### src/rtl/memtest_databus_if.sv
// Control and memory-bus signals of the data-bus test engine.
// The master side is the engine; the slave side is the controller plus memory it serves.
interface memtest_databus_if #(
    parameter int DATUM_WIDTH = 8,
    parameter int ADDR_WIDTH  = 8
);
    logic                   i_start;
    logic                   i_abort;
    logic                   i_mode;
    logic [ADDR_WIDTH-1:0]  i_test_addr;
    logic [ADDR_WIDTH-1:0]  o_mem_addr;
    logic                   o_mem_wr_en;
    logic                   o_mem_rd_en;
    logic [DATUM_WIDTH-1:0] o_mem_wdata;
    logic [DATUM_WIDTH-1:0] i_mem_rdata;
    logic                   o_busy;
    logic                   o_done;
    logic                   o_pass;
    logic [DATUM_WIDTH-1:0] o_fail_pattern;
    logic [DATUM_WIDTH-1:0] o_fail_data;

    modport master (
        input  i_start, i_abort, i_mode, i_test_addr, i_mem_rdata,
        output o_mem_addr, o_mem_wr_en, o_mem_rd_en, o_mem_wdata,
               o_busy, o_done, o_pass, o_fail_pattern, o_fail_data
    );

    modport slave (
        output i_start, i_abort, i_mode, i_test_addr, i_mem_rdata,
        input  o_mem_addr, o_mem_wr_en, o_mem_rd_en, o_mem_wdata,
               o_busy, o_done, o_pass, o_fail_pattern, o_fail_data
    );
endinterface

### src/rtl/memtest_databus_engine.sv
// Walking-one / walking-zero data-bus test at a single address, with its own
// sequencer, configurable read latency and capture of the first mismatch.
module memtest_databus_engine #(
    parameter int DATUM_WIDTH  = 8,
    parameter int ADDR_WIDTH   = 8,
    parameter int READ_LATENCY = 1
) (
    input  logic              i_clk,
    input  logic              i_rst_n_async,
    memtest_databus_if.master bus
);
    localparam int CNT_W = (READ_LATENCY > 2) ? $clog2(READ_LATENCY - 1) : 1;
    localparam logic [CNT_W-1:0] LAT_LOAD = (READ_LATENCY > 1) ? CNT_W'(READ_LATENCY - 2) : '0;

    typedef enum logic [2:0] {
        S_IDLE, S_WRITE, S_READ, S_WAIT, S_CHECK, S_DONE
    } state_t;

    state_t                 state;
    logic [DATUM_WIDTH-1:0] walk;
    logic                   mode_q;
    logic [CNT_W-1:0]       lat_cnt;
    logic [ADDR_WIDTH-1:0]  addr_q;
    logic                   wr_en_q;
    logic                   rd_en_q;
    logic [DATUM_WIDTH-1:0] wdata_q;
    logic                   busy_q;
    logic                   done_q;
    logic                   pass_q;
    logic [DATUM_WIDTH-1:0] fail_pattern_q;
    logic [DATUM_WIDTH-1:0] fail_data_q;

    logic [DATUM_WIDTH-1:0] walk_next;
    logic [DATUM_WIDTH-1:0] check_word;

    function automatic logic [DATUM_WIDTH-1:0] drive_word(input logic mode,
                                                          input logic [DATUM_WIDTH-1:0] w);
        return mode ? ~w : w;
    endfunction

    assign walk_next  = walk << 1;
    assign check_word = drive_word(mode_q, walk);

    always_ff @(posedge i_clk or negedge i_rst_n_async) begin
        if (!i_rst_n_async) begin
            state          <= S_IDLE;
            walk           <= '0;
            mode_q         <= 1'b0;
            lat_cnt        <= '0;
            addr_q         <= '0;
            wr_en_q        <= 1'b0;
            rd_en_q        <= 1'b0;
            wdata_q        <= '0;
            busy_q         <= 1'b0;
            done_q         <= 1'b0;
            pass_q         <= 1'b0;
            fail_pattern_q <= '0;
            fail_data_q    <= '0;
        end else begin
            done_q <= 1'b0;
            // Abort wins over start and over the outcome of a check.
            if (bus.i_abort) begin
                state          <= S_IDLE;
                wr_en_q        <= 1'b0;
                rd_en_q        <= 1'b0;
                wdata_q        <= '0;
                busy_q         <= 1'b0;
                pass_q         <= 1'b0;
                fail_pattern_q <= '0;
                fail_data_q    <= '0;
            end else begin
                case (state)
                    S_IDLE: begin
                        if (bus.i_start) begin
                            mode_q         <= bus.i_mode;
                            addr_q         <= bus.i_test_addr;
                            walk           <= DATUM_WIDTH'(1);
                            pass_q         <= 1'b0;
                            fail_pattern_q <= '0;
                            fail_data_q    <= '0;
                            wr_en_q        <= 1'b1;
                            wdata_q        <= drive_word(bus.i_mode, DATUM_WIDTH'(1));
                            busy_q         <= 1'b1;
                            state          <= S_WRITE;
                        end
                    end
                    S_WRITE: begin
                        wr_en_q <= 1'b0;
                        wdata_q <= '0;
                        rd_en_q <= 1'b1;
                        state   <= S_READ;
                    end
                    S_READ: begin
                        rd_en_q <= 1'b0;
                        if (READ_LATENCY > 1) begin
                            lat_cnt <= LAT_LOAD;
                            state   <= S_WAIT;
                        end else begin
                            state <= S_CHECK;
                        end
                    end
                    S_WAIT: begin
                        if (lat_cnt == '0) state <= S_CHECK;
                        else               lat_cnt <= lat_cnt - CNT_W'(1);
                    end
                    S_CHECK: begin
                        if (bus.i_mem_rdata != check_word) begin
                            fail_pattern_q <= check_word;
                            fail_data_q    <= bus.i_mem_rdata;
                            pass_q         <= 1'b0;
                            busy_q         <= 1'b0;
                            done_q         <= 1'b1;
                            state          <= S_DONE;
                        end else if (walk[DATUM_WIDTH-1]) begin
                            pass_q <= 1'b1;
                            busy_q <= 1'b0;
                            done_q <= 1'b1;
                            state  <= S_DONE;
                        end else begin
                            walk    <= walk_next;
                            wr_en_q <= 1'b1;
                            wdata_q <= drive_word(mode_q, walk_next);
                            state   <= S_WRITE;
                        end
                    end
                    S_DONE:  state <= S_IDLE;
                    default: state <= S_IDLE;
                endcase
            end
        end
    end

    assign bus.o_mem_addr     = addr_q;
    assign bus.o_mem_wr_en    = wr_en_q;
    assign bus.o_mem_rd_en    = rd_en_q;
    assign bus.o_mem_wdata    = wdata_q;
    assign bus.o_busy         = busy_q;
    assign bus.o_done         = done_q;
    assign bus.o_pass         = pass_q;
    assign bus.o_fail_pattern = fail_pattern_q;
    assign bus.o_fail_data    = fail_data_q;
endmodule

### src/flat_wrapper.sv
// flat-port wrapper written by rule: the top's interface ports become plain ports
module memtest_databus_engine_flat 
#(
    parameter int DATUM_WIDTH  = 8,
    parameter int ADDR_WIDTH   = 8,
    parameter int READ_LATENCY = 1
)
  (i_clk, i_rst_n_async, bus_i_start, bus_i_abort, bus_i_mode, bus_i_test_addr, bus_i_mem_rdata, bus_o_mem_addr, bus_o_mem_wr_en, bus_o_mem_rd_en, bus_o_mem_wdata, bus_o_busy, bus_o_done, bus_o_pass, bus_o_fail_pattern, bus_o_fail_data);
  memtest_databus_if #(.DATUM_WIDTH(DATUM_WIDTH), .ADDR_WIDTH(ADDR_WIDTH)) bus_i ();
  input  logic i_clk;
  input  logic i_rst_n_async;
  input wire logic [$bits(bus_i.i_start)-1:0] bus_i_start;
  input wire logic [$bits(bus_i.i_abort)-1:0] bus_i_abort;
  input wire logic [$bits(bus_i.i_mode)-1:0] bus_i_mode;
  input wire logic [$bits(bus_i.i_test_addr)-1:0] bus_i_test_addr;
  input wire logic [$bits(bus_i.i_mem_rdata)-1:0] bus_i_mem_rdata;
  output wire logic [$bits(bus_i.o_mem_addr)-1:0] bus_o_mem_addr;
  output wire logic [$bits(bus_i.o_mem_wr_en)-1:0] bus_o_mem_wr_en;
  output wire logic [$bits(bus_i.o_mem_rd_en)-1:0] bus_o_mem_rd_en;
  output wire logic [$bits(bus_i.o_mem_wdata)-1:0] bus_o_mem_wdata;
  output wire logic [$bits(bus_i.o_busy)-1:0] bus_o_busy;
  output wire logic [$bits(bus_i.o_done)-1:0] bus_o_done;
  output wire logic [$bits(bus_i.o_pass)-1:0] bus_o_pass;
  output wire logic [$bits(bus_i.o_fail_pattern)-1:0] bus_o_fail_pattern;
  output wire logic [$bits(bus_i.o_fail_data)-1:0] bus_o_fail_data;
  assign bus_i.i_start = bus_i_start;
  assign bus_i.i_abort = bus_i_abort;
  assign bus_i.i_mode = bus_i_mode;
  assign bus_i.i_test_addr = bus_i_test_addr;
  assign bus_i.i_mem_rdata = bus_i_mem_rdata;
  assign bus_o_mem_addr = bus_i.o_mem_addr;
  assign bus_o_mem_wr_en = bus_i.o_mem_wr_en;
  assign bus_o_mem_rd_en = bus_i.o_mem_rd_en;
  assign bus_o_mem_wdata = bus_i.o_mem_wdata;
  assign bus_o_busy = bus_i.o_busy;
  assign bus_o_done = bus_i.o_done;
  assign bus_o_pass = bus_i.o_pass;
  assign bus_o_fail_pattern = bus_i.o_fail_pattern;
  assign bus_o_fail_data = bus_i.o_fail_data;
  memtest_databus_engine #(.DATUM_WIDTH(DATUM_WIDTH), .ADDR_WIDTH(ADDR_WIDTH), .READ_LATENCY(READ_LATENCY)) u_core (.i_clk(i_clk), .i_rst_n_async(i_rst_n_async), .bus(bus_i));
endmodule
### config.mk
export PLATFORM = sky130hd
export DESIGN_NAME = memtest_databus_engine_flat
export DESIGN_NICKNAME = d
export VERILOG_FILES = /design/src/rtl/memtest_databus_if.sv /design/src/rtl/memtest_databus_engine.sv /design/src/flat_wrapper.sv
export SDC_FILE = /design/constraint.sdc
export NUM_CORES = 1
export LEC_CHECK = 0
export CAP_MARGIN = 0
export CORE_MARGIN = 4
export CORE_UTILIZATION = 48
export DETAILED_ROUTE_END_ITERATION = 12
export PLACE_DENSITY_LB_ADDON = 0.1
export SLEW_MARGIN = 15
export SYNTH_ARGS = -nofsm -noshare
export SYNTH_HDL_FRONTEND = slang
export SYNTH_SLANG_ARGS = --single-unit
### constraint.sdc
create_clock -name i_clk -period 2.88 [get_ports i_clk]
set_clock_uncertainty 0.05 [all_clocks]
set_input_delay 0.288 -clock i_clk [delete_from_list [all_inputs] [get_ports i_clk]]
set_output_delay 0.288 -clock i_clk [all_outputs]
set_load 0.02 [all_outputs]
### After elaboration in Yosys (flattened, before gate mapping)

Index checks and enable logic that the tools add are counted.

* bitwise logic cells: 3
* shift operators: 0
* $mul: 0
* order comparisons: 0
* divide/modulo/power cells: 0
* multiplexer cells: 46
* add/sub/neg operators: 1
* reductions and logical operators: 13
* eq/ne operators: 14

Operator list (count)
* 8-bit two-way mux: 15
* 8-bit case mux with 2 select lines: 3
* 8-bit case mux with 3 select lines: 1
* 1-bit two-way mux: 17
* 8-bit NOT: 2
* 3-bit two-way mux: 5
* 3-bit case mux with 5 select lines: 1
* 3-bit != test (second input constant): 4
* 3-bit AND reduction: 3
* 8-bit != test: 1
* 4-bit AND reduction: 2
* 3-bit by 2-bit equality test with 1-bit output (second input constant): 2
* 2-bit != test (second input constant): 3
* 1-bit case mux with 2 select lines: 3
* 3-bit nonzero test: 2
* 5-bit AND reduction: 1
* 4-bit by 2-bit != test with 1-bit output (second input constant): 1
* 2-bit AND reduction: 2
* 4-bit nonzero test: 1
* 3-bit by 1-bit equality test with 1-bit output (second input constant): 1
* 3-bit equality test (second input constant): 1
* 3-bit logical NOT: 1
* 3-bit by 2-bit != test with 1-bit output (second input constant): 1
* 1-bit case mux with 3 select lines: 1
* 3 further kinds: 3

* input bits: 21
* memory bits (read-only): 0
* logic and storage cells: 91
* RAM bits: 0
* output and inout bits: 37
* memories: 0
* latch bits: 0
* register bits after elaboration: 50

### Depth between registers and ports, before layout

Gate-level depths: netlist of run 1.

* word-level depth: 6
* mapped depth: 9
* gate-level depth less buffers: 6

### Least setup slack after synthesis of run 1

OpenSTA, ideal clock, no wires.

* path kind: reg2reg
* from: reg u_core.walk[0]
* to: reg u_core.fail_pattern_q[0] (netlist: u_core.bus.o_fail_pattern[0])
* cell stages (with the launch flop): 9
* path buffers: 2
* setup slack: 0.627 ns
* library setup time: 0.121 ns
* required time: 2.709 ns
* clock period less this slack: 2.253 ns
* data arrival time: 2.082 ns
* path through: dfrtp_1 -> xor2_1 -> or4_4 -> nor4_4 -> mux2i_2 -> and2_1 -> buf_6 -> buf_6 -> a22o_1

* longest elaborated chain between the ends: 5
* elaborated cells between the ends (all ways): 8
* classes of those cells: eq/ne (2); mux (4); bitwise (1); reduce/logical (1)

RTL lines
* from (decl): RTL line memtest_databus_engine.sv:20 `logic [DATUM_WIDTH-1:0] walk;`
* from (signal assigned): RTL line memtest_databus_engine.sv:120 `walk <= walk_next;`
* 8-bit NOT: RTL line memtest_databus_engine.sv:38 `return mode ? ~w : w;`
* 8-bit two-way mux *: RTL line memtest_databus_engine.sv:38
* 8-bit != test or 8-bit two-way mux (tied branches): RTL line memtest_databus_engine.sv:107 `if (bus.i_mem_rdata != check_word) begin`
* 3-bit by 2-bit != test with 1-bit output (no source line) or 8-bit case mux with 2 select lines (tied branches)
* 3-bit AND reduction (no source line) or 8-bit two-way mux (tied branches)
* to (signal assigned): RTL line memtest_databus_engine.sv:108 `fail_pattern_q <= check_word;`
* to (decl): RTL line memtest_databus_engine.sv:30 `logic [DATUM_WIDTH-1:0] fail_pattern_q;`

Every way passes the cells marked *; elsewhere a longest branch is shown, timed or not. The select of a mux whose other input is x is not followed.
A chain may end at the register's enable or synchronous reset.

### Worst setup path after layout of run 1

* from: reg u_core.walk[0]
* to: reg u_core.wdata_q[1] (netlist: u_core.bus.o_mem_wdata[1])

* longest elaborated chain between the ends: 6
* elaborated cells between the ends (all ways): 11
* classes of those cells: eq/ne (2); mux (6); bitwise (2); reduce/logical (1)

RTL lines
* branches (longest 6 deep; another with 8-bit NOT)
* to (signal assigned): RTL line memtest_databus_engine.sv:82 `wdata_q <= drive_word(bus.i_mode, DATUM_WIDTH'(1));`
* to (signal assigned): RTL line memtest_databus_engine.sv:122 `wdata_q <= drive_word(mode_q, walk_next);`
* to (decl): RTL line memtest_databus_engine.sv:26 `logic [DATUM_WIDTH-1:0] wdata_q;`

Several ways; the timed one is not identified. The select of a mux whose other input is x is not followed.

==> results of run 1 <==
## through the flow
step / hold slack (ns) / cells / worst slack, ns
2_1_floorplan: -0.0576 / 190 / 0.627
3_3_place_gp: 0.436 / 291 / 0.223
3_5_place_dp: 0.441 / 291 / 0.152
4_1_cts: 0.145 / 299 / 0.412
5_1_grt: 0.483 / 300 / 0.329
6_report: 0.458 / 300 / 0.427
## routing by layer
| layer | routed length [um] | global-route usage | vias up |
|---|---|---|---|
| met5 | 0 | 0 | - |
| met4 | 66 | 0.0543 | 0 |
| met3 | 276 | 0.0532 | 10 |
| met2 | 2550 | 0.309 | 52 |
| met1 | 2240 | 0.235 | 815 |
| li1 | - | - | 787 |
## cell usage in the layout, fill, tap and decap left out, types with 2 or more instances in the layout
master           count
clkdlybuf4s50_1     56
dfrtp_1             49
a22o_1              25
nand2_1             17
mux2_2              16
xor2_1              12
a21oi_1             10
nor2_1               8
o21ai_0              6
xnor2_1              5
clkbuf_8             5
buf_4                5
nor2b_1              3
or2_2                3
and2_1               3
o21bai_1             2
nor3b_1              2
inv_1                2
## area by class of cell
cell class	count	area [sq um]
inverters	2	7.51
repair buffers	62	608
well taps	52	65.1
flip-flops and latches	49	1230
multi-input cells	127	963
clock buffers	5	68.8
fillers	344	1460
clock inverters	3	46.3
## how the worst min path moves through the flow
stage               depth (start not counted)                           end                    startpoint  slack (ns)
finish                                      1     u_core.bus.o_fail_data[1]     u_core.bus.o_fail_data[1]        0.46
global route                                1  u_core.bus.o_fail_pattern[6]  u_core.bus.o_fail_pattern[6]        0.48
CTS                                         1                u_core.walk[5]                 i_rst_n_async        0.14
detailed placement                          1     u_core.bus.o_fail_data[1]     u_core.bus.o_fail_data[1]        0.44
global placement                            1     u_core.bus.o_fail_data[0]     u_core.bus.o_fail_data[0]        0.44
floorplan                                   0             u_core.bus.o_busy                 i_rst_n_async       -0.06
## power by group through the flow
stage / Clock (uW) / Combinational [uW] / Sequential, uW
final: 501 / 432 / 814
after detailed placement: 0 / 433 / 828
after floorplan: 0 / 184 / 872
after global routing: 538 / 466 / 826
after global placement: 0 / 421 / 823
after CTS: 514 / 437 / 815
## timing repair
item                                   4_1_cts  5_1_grt
endpoints found under the hold margin        0       46
hold buffers                                 0        1
setup endpoints to repair                    0        0
## sequential cells by signal, indices dropped and copies added, names as in the netlist, 3 cells and up
signal / count
u_core.bus.o_mem_addr: 8
u_core.state: 3
u_core.bus.o_fail_data: 8
u_core.walk: 8
u_core.bus.o_fail_pattern: 8
u_core.bus.o_mem_wdata: 8
## cell families after synthesis
| kind of cell | count (synthesis) | share of synthesized area |
|---|---|---|
| compound gates | 49 | 0.164 |
| flops | 49 | 0.543 |
| mux | 17 | 0.0858 |
| buf+inv | 14 | 0.0310 |
| simple gates | 44 | 0.110 |
| xor+xnor | 17 | 0.0659 |
==> results.cfg, run 1 <==
[setup_path]
worstPathMaxFanout = 8
rrSetupSlack_ns = 0.43
start_kind = register
cp_data_required_time_ns = 3.02
cp_data_arrival_time_ns = 2.60
reg2reg_to = u_core.bus.o_mem_wdata[1]
reg2regPathDepth = 6
max_stage_delay_ns = 0.55
slowest_stage = or4_4
startpoint = u_core.walk[0]
cp_top_family = simple AND/OR/NAND/NOR gates
reg2reg_from = u_core.walk[0]
crit_buf_inv = 0
crit_cells = 6
endpoint = u_core.bus.o_mem_wdata[1]
path_class = reg -> reg
crit_path_end_kind = register
path_cells = xor2_1 -> or4_4 -> nor4_4 -> a221oi_1 -> nor2_4 -> mux2_2

[power_and_ir_drop]
vdd.ir_drop.worst_mv = 0.330
p_int_uw = 1230
p_leak_uw = 0.00132
clkPwrFrac = 0.287
p_switching_uw = 520
power.total_uw = 1750
comb_power_share = 0.247
pwr-share-seq = 0.466
p_sw_frac = 0.298
power_density_nw_per_um2 = 586

[global_route]
antenna_found_initial = 0
grt_pass1_vias = 1785
grt_max_degree = 50
overflow = 0
grt_pass1_wl_um = 8700
track_usage = 0.186

[logic_synthesis]
postSynthRegisterBits = 49
synthesis.area_sq_um = 2260
yosys.area.top_type_share = 0.543
syn_nets = 211
synth_flop_cell = dfrtp_1
syn-instance-count = 190
yosys.area.top_type = dfrtp_1
avgSynthCellArea_sq_um = 11.9
yosysMostFrequentCell = dfrtp_1
synth_edf_count = 0
yosys-top-cells-area = dfrtp_1 54%, a22o_1 9.7%, mux2_2 8.0%, xor2_1 4.7%, nand2_1 2.8%
async_reset_ff_frac = 1.00
synth_common_cells = 49 x dfrtp_1, 25 x a22o_1, 17 x nand2_1
seq_area_frac_synth = 0.543
yosysWarnings = 0
synth_cell_types = 34

[timing]
fmax_mhz = 408
relSlewSlack = 0.584
post-route-period-util = 0.852
worst_pin_slew_ns = 0.624
rsz0062_at_grt = no
slew_viol_final = 0
period_needed_ns = 2.45
finalHoldViolCount = 0
setup-tns-final_ns = 0
setup_viol = 0

[final_layout]
final_area_sq_um = 2990
antenna_cells = 0
fin_util = 0.672
drive_gt1_frac = 0.157
syn2layout_area_growth_pct = 32.1
fin_nets = 268

[routing]
vias_per_cell = 5.55
wl_per_cell_um = 17.1
vias = 1664
drtAntennaViolNets = 0
post-route-drc-count = 0
wl_um = 5130
first_pass_iters = 4
drtIter0Drc = 111

[die]
die_area_sq_um = 5870
num_rows = 24
io_pins = 58
die_y_um = 76.6
coreArea_sq_um = 4440
fp.dieW_um = 76.6
start_util = 0.508

[clock_tree]
htree_levels = 2
cts_buffers = 5
cts.root.buffer_cell = clkbuf_8
clk_latency_ns = 0.31
clk_pin_slew_worst_paths_ns = 0.09
clk_path_buf_depth = 2
cts.sinks = 49
postCtsSetupBuffers = 0
ctsResizeCount = 0
cts_tree = done

[run]
cap_violations = 0

[hold_path]
min_path_type = reg -> reg

[placed_design]
portBuffers = 57
place_congestion = 0.858
place_area_sq_um = 2860
dpl.hpwl_um = 3850

[status]
status = completed
(Power assumes the default switching activity.)
==> run 2: changes to the inputs <==
Settings changed: SKIP_CTS_REPAIR_TIMING set to 1, SKIP_LAST_GASP set to 1.
==> results of run 2 <==
Same layout as run 1: the final DEF is identical, and so are final timing and power.
